<file path="src/rtl/xbar_cfg_ctrl.sv">
// Shadow/active configuration controller for the LUT-tile input crossbar.
// Select writes stage into shadow; a commit copies shadow to active atomically once io_hold drops.
module xbar_cfg_ctrl #(
    parameter int NUM_IN  = 19,
    parameter int NUM_OUT = 24,
    parameter int SEL_W   = 5
) (
    input  logic                     clk,
    input  logic                     reset,
    input  logic                     io_wr_valid,
    output logic                     io_wr_ready,
    input  logic [SEL_W-1:0]         io_wr_addr,
    input  logic [SEL_W-1:0]         io_wr_sel,
    input  logic                     io_commit_valid,
    output logic                     io_commit_ready,
    input  logic                     io_hold,
    output logic                     io_commit_done,
    output logic                     io_err,
    input  logic                     io_err_clear,
    output logic [7:0]               io_cfg_epoch,
    output logic [NUM_OUT*SEL_W-1:0] io_mux_configs
);

    localparam int CFG_W = NUM_OUT * SEL_W;

    typedef enum logic {
        ST_IDLE = 1'b0,
        ST_WAIT = 1'b1
    } state_e;

    state_e             state_q, state_d;
    logic [CFG_W-1:0]   shadow_q, shadow_d;
    logic [CFG_W-1:0]   active_q, active_d;
    logic [7:0]         epoch_q, epoch_d;
    logic               err_q, err_d;
    logic               done_q, done_d;
    logic               wr_fire;
    logic               commit_fire;
    logic               wr_legal;

    // Readies decode from state alone so upstream never sees a combinational path.
    assign io_wr_ready     = (state_q == ST_IDLE);
    assign io_commit_ready = (state_q == ST_IDLE);

    assign wr_fire     = io_wr_valid & io_wr_ready;
    assign commit_fire = io_commit_valid & io_commit_ready;
    assign wr_legal    = (int'(io_wr_addr) < NUM_OUT) && (int'(io_wr_sel) < NUM_IN);

    always_comb begin
        state_d  = state_q;
        shadow_d = shadow_q;
        active_d = active_q;
        epoch_d  = epoch_q;
        err_d    = err_q;
        done_d   = 1'b0;

        if (io_err_clear) begin
            err_d = 1'b0;
        end

        case (state_q)
            ST_IDLE: begin
                // A same-cycle write lands in shadow_d, which is what WAIT later copies.
                if (wr_fire) begin
                    if (wr_legal) begin
                        for (int k = 0; k < NUM_OUT; k++) begin
                            if (io_wr_addr == SEL_W'(k)) begin
                                shadow_d[k*SEL_W +: SEL_W] = io_wr_sel;
                            end
                        end
                    end else begin
                        err_d = 1'b1;
                    end
                end
                if (commit_fire) begin
                    state_d = ST_WAIT;
                end
            end
            ST_WAIT: begin
                if (!io_hold) begin
                    active_d = shadow_q;
                    epoch_d  = epoch_q + 8'd1;
                    done_d   = 1'b1;
                    state_d  = ST_IDLE;
                end
            end
            default: begin
                state_d = ST_IDLE;
            end
        endcase
    end

    always_ff @(posedge clk) begin
        if (reset) begin
            state_q  <= ST_IDLE;
            shadow_q <= '0;
            active_q <= '0;
            epoch_q  <= 8'd0;
            err_q    <= 1'b0;
            done_q   <= 1'b0;
        end else begin
            state_q  <= state_d;
            shadow_q <= shadow_d;
            active_q <= active_d;
            epoch_q  <= epoch_d;
            err_q    <= err_d;
            done_q   <= done_d;
        end
    end

    assign io_mux_configs = active_q;
    assign io_cfg_epoch   = epoch_q;
    assign io_err         = err_q;
    assign io_commit_done = done_q;

endmodule
</file>
<file path="config.mk">
export PLATFORM = sky130hd
export DESIGN_NAME = xbar_cfg_ctrl
export DESIGN_NICKNAME = d
export VERILOG_FILES = /design/src/rtl/xbar_cfg_ctrl.sv
export SDC_FILE = /design/constraint.sdc
export NUM_CORES = 1
export LEC_CHECK = 0
export ABC_AREA = 1
export CAP_MARGIN = 40
export CELL_PAD_IN_SITES_DETAIL_PLACEMENT = 2
export CELL_PAD_IN_SITES_GLOBAL_PLACEMENT = 2
export CORE_MARGIN = 2
export CORE_UTILIZATION = 30
export DETAILED_ROUTE_END_ITERATION = 12
export PLACE_DENSITY_LB_ADDON = 0.1
export SLEW_MARGIN = 15
export SYNTH_ARGS = -nofsm -noshare
export SYNTH_HDL_FRONTEND = slang
export SYNTH_SLANG_ARGS = --single-unit
</file>
<file path="constraint.sdc">
create_clock -name clk -period 1.6 [get_ports clk]
set_clock_uncertainty 0.2 [all_clocks]
set_input_delay 0.24 -clock clk [delete_from_list [all_inputs] [get_ports clk]]
set_output_delay 0.24 -clock clk [all_outputs]
set_load 0.02 [all_outputs]
</file>
# Word level (Yosys, flattened, before mapping)
# Cells that the tools add are included.
# word_totals
output_inout_bits	132
register_bits	251
word_cells	95
in_bits	16
# classes
muxes	8
n_addsub	1
eq_ne	23
n_bitwise	4
order_cmp	2
n_reduce_logical	28
# ops
op	count
4-bit AND reduction	24
5-bit by 4-bit == test with 1-bit output (second input constant)	8
5-bit == test (second input constant)	8
5-bit by 3-bit == test with 1-bit output (second input constant)	4
5-bit by 2-bit == test with 1-bit output (second input constant)	2
5-bit < comparator (second input constant)	2
8-bit by 1-bit adder with 8-bit output (second input constant)	1
1-bit two-way mux	7
5-bit by 1-bit == test with 1-bit output (second input constant)	1
5-bit zero test	1
1-bit AND	2
1-bit NOT	2
1-bit case mux with 2 select lines	1
2-bit AND reduction	1
2-bit OR reduction	1
1-bit logical AND	1

# Depth between registers and ports, before layout
# logic_depth
depth_word	5
ltp_mapped	9
depth_no_buf	8

# Worst setup path after synthesis
# No wires, ideal clock.
# synth_path
path_type	reg2reg
startpoint	register state_q
endpoint	register shadow_q[110]
path_stages_with_launch	9
arrival_time_ps	1184
period_less_slack_ps	1496
slack_ps	104
path_buffers	0
t_required_ps	1287
setup_time_ps	113
path_cell_list	dfxtp_1 -> inv_2 -> nand2_1 -> nor2_4 -> nand2_1 -> nor2_8 -> nand2_1 -> nand2_1 -> nor2_1
# synth_via
elab_chain_cells	3
# synth_rtl
item	line_no	rtl
start, declared	31	state_e state_q, state_d;
start signal, assigned	102	state_q <= state_d;
1-bit NOT (no line) (*)	-	
via io_commit_ready	15	output logic io_commit_ready,
1-bit AND	45	assign wr_fire = io_wr_valid & io_wr_ready;
4-bit AND reduction (no line) (*)	-	
end signal, assigned	103	shadow_q <= shadow_d;
end, declared	32	logic [CFG_W-1:0] shadow_q, shadow_d;
# The timed path passes the listed nets; every way through them passes the cells marked *.
# A chain may end at the register's enable or synchronous reset.

# Worst setup path in the final report
# layout_path
startpoint	register state_q
endpoint	output port io_wr_ready
# layout_via
elab_chain_cells	1
# layout_rtl
item	line_no	rtl
1-bit NOT (no line)	-	
end, declared	11	output logic io_wr_ready,
# No other way between the ends.

==> impl_metrics.yaml <==
sta:
  hold_viol: 0
  setup_violations: 2
  fmax_ghz: 0.619
  timing.final.ws_setup_ns: -0.0163
  layout_min_cycle_time_ns: 1.62
  worst_pin_slew_ns: 0.283
  drv_slew: 0
  rsz0062_at_grt: "true"
  slew-limit-headroom_pct: 81.1
  fin_crit_sh_pct: 101
clock_network:
  clkTransAtPathRegs_ns: 0.06
  root_buffer: "clkbuf_16"
  cts_buffers: 29
  htreeDepth: 1
  clk_latency_ns: 0.55
  cts.sinks: 251
  clockBufferDepth: 3
  holdBufCountCts: 0
  cts_tree: "yes"
critical_path:
  slowest_stage: "dfxtp_2"
  crit_required_ns: 1.16
  worstSetupPathType: "register to output pin"
  critical_path.cell_chain: "clkinv_4 > buf_2"
  end_kind: "output pin"
  critPathMaxFanout: 5
  worstSetupStartpointType: "register"
  slowest_delay_ns: 0.35
  reg2reg_slack_ns: 0.01
  arrival_ns: 1.18
flow_run:
  maxCapViolations: 0
floorplan:
  core_sq_mm: 0.0316
  num_io_pins: 148
  die_h_um: 184
  rows: 65
  die_w_um: 184
  start_util_pct: 30.6
  die-area_sq_mm: 0.0337
yosys:
  synthTopCellsByArea: "dfxtp_1, nand2_1, nor2_1"
  syn_inst: 1318
  ys_ff_latch: 251
  synth_cell_type_count: 25
  synth_warnings: 0
  avgSynthCellArea_sq_um: 7.34
  yosysTopAreaCellShare_pct: 52.0
  syn_area_sq_mm: 0.00967
  ys_seq_area_share_pct: 52.0
  synth_top_area_cell: "dfxtp_1"
  synth_nets: 1335
global_routing:
  antenna_found_initial: 0
  grt_overflow: 0
  grt_pass1_vias: 9708
  grt_max_degree: 50
  grt_use_total_pct: 19.0
  grt_pass1_wl_mm: 51.9
outcome:
  failed_checks: "setup timing"
  status: "complete, but fails checks"
routing:
  drtIter0Drc: 284
  totalWireLength_mm: 33.0
  num_vias: 9116
  wl_per_cell_um: 17.1
  dr.pass1.iters: 4
  antenna_left: 0
  vias_per_cell: 4.73
  drc_errors: 0
pwr:
  p_total_mw: 14.0
  leakagePower_nw: 6.13
  peakVddDrop_mv: 0.678
  powerDensity_mw_per_mm2: 1090
final_layout:
  drive_above_1_share_pct: 22.4
  nets: 1521
  register_area_sq_mm: 0.00503
  fill_cells: 3579
  final_util_pct: 40.6
  multi_input_area_sq_mm: 0.00446
  area_growth_pct: 32.7
  diodes: 0
min_path:
  hold_path_class: "primary input to register"
placed_design:
  gp_congestion: 0.752
  portBuffers: 147
  place_hpwl_mm: 22.0
-- through the flow --
| step | setup TNS [ns] | std cells | instance area (sq um) | hold slack (ns) | setup slack [ns] |
|---|---|---|---|---|---|
| global route | -3.58 | 1927 | 12800 | 0.140 | -0.103 |
| floorplan | 0 | 1318 | 9670 | 0.109 | 0.104 |
| global placement | -58.73 | 1864 | 12200 | 0.229 | -0.439 |
| finish | -0.0299 | 1927 | 12800 | 0.141 | -0.0163 |
| detailed placement | -70.51 | 1864 | 12200 | 0.237 | -0.535 |
| CTS | -0.156 | 1918 | 12700 | 0.121 | -0.0303 |
-- cells in the mapped netlist, drive strengths merged --
cell type,instances
nor2,290
clkbuf,12
nand3,164
buf,59
nand2,497
nand4,2
o21ai,3
inv,28
nor3,3
o21bai,2
dfxtp,251
a21oi,6
ha,1
-- sequential cells by signal, summed over array words and instances (netlist names) --
register        cells
io_mux_configs    120
io_commit_done      1
io_cfg_epoch        8
shadow_q          120
io_err              1
state_q             1
-- cells by family after synthesis --
logic type | Yosys count | synth area share (%)
and+or+nand+nor | 956 | 42.7
buffers and inverters | 99 | 4.57
AOI/OAI and AO/OA | 11 | 0.621
DFF | 251 | 52.0
adders and majority gates | 1 | 0.129
-- final timing paths --
path / endpoint / startpoint / depth (start not counted)
hold / removal: state_q$_SDFF_PP0_ / io_commit_valid / 3
setup reg to reg: shadow_q[104]$_SDFFE_PP0P_ / state_q$_SDFF_PP0_ / 9
setup / recovery: io_wr_ready / state_q$_SDFF_PP0_ / 2
hold reg to reg: io_mux_configs[34]$_SDFFE_PP0P_ / shadow_q[34]$_SDFFE_PP0P_ / 2
-- worst max-delay path: cells and delay by family, from the launching register on --
kind                   cells  cell delay [ns]
buffers and inverters      2             0.28
DFF                        1             0.35
-- layout by cell type, fill, tap and decap left out, types with 4 or more instances in the layout --
| cell | n |
|---|---|
| nor2_4 | 27 |
| a21oi_1 | 5 |
| nand3_1 | 163 |
| nor2_2 | 18 |
| buf_2 | 125 |
| clkdlybuf4s50_1 | 15 |
| dfxtp_1 | 247 |
| nand2_4 | 4 |
| nor2_1 | 242 |
| buf_12 | 28 |
| inv_1 | 24 |
| nand2_2 | 21 |
| buf_6 | 6 |
| buf_4 | 39 |
| nand2_1 | 471 |
| clkinv_2 | 5 |
| dfxtp_2 | 4 |
| clkbuf_8 | 6 |
| clkdlybuf4s15_2 | 4 |
| clkbuf_1 | 8 |
| clkbuf_16 | 30 |
| nor2_8 | 11 |
-- layout make-up --
type                    count  area share (%)
clock buffers              43            6.53
well taps                 402            3.92
clock inverters             9           0.965
flip-flops and latches    251            39.2
multi-input cells         976            34.7
inverters                  28           0.897
repair buffers            218            13.8
-- repair_timing --
item / CTS / global route
pin swaps: 13 / 42
cloned: 1 / 8
endpoints found under the setup margin: 239 / 126
setup buffers: 1 / 1
gates resized for setup: 523 / 66
-- per-layer routing --
layer | up-vias | track usage (%) | share of wire [%]
li1 | 4474 | - | -
met1 | 4497 | 24.2 | 45
met2 | 117 | 34.9 | 51
met3 | 28 | 2.22 | 2.8
met4 | 0 | 3.14 | 1.1
met5 | - | 0 | 0
-- power breakdown --
group	switching, mW	internal [mW]
combinational	0.618	0.325
clock	2.64	4.08
sequential	0.0177	6.28
total	3.28	10.7
No activity file was read; power rests on OpenSTA's default activity.
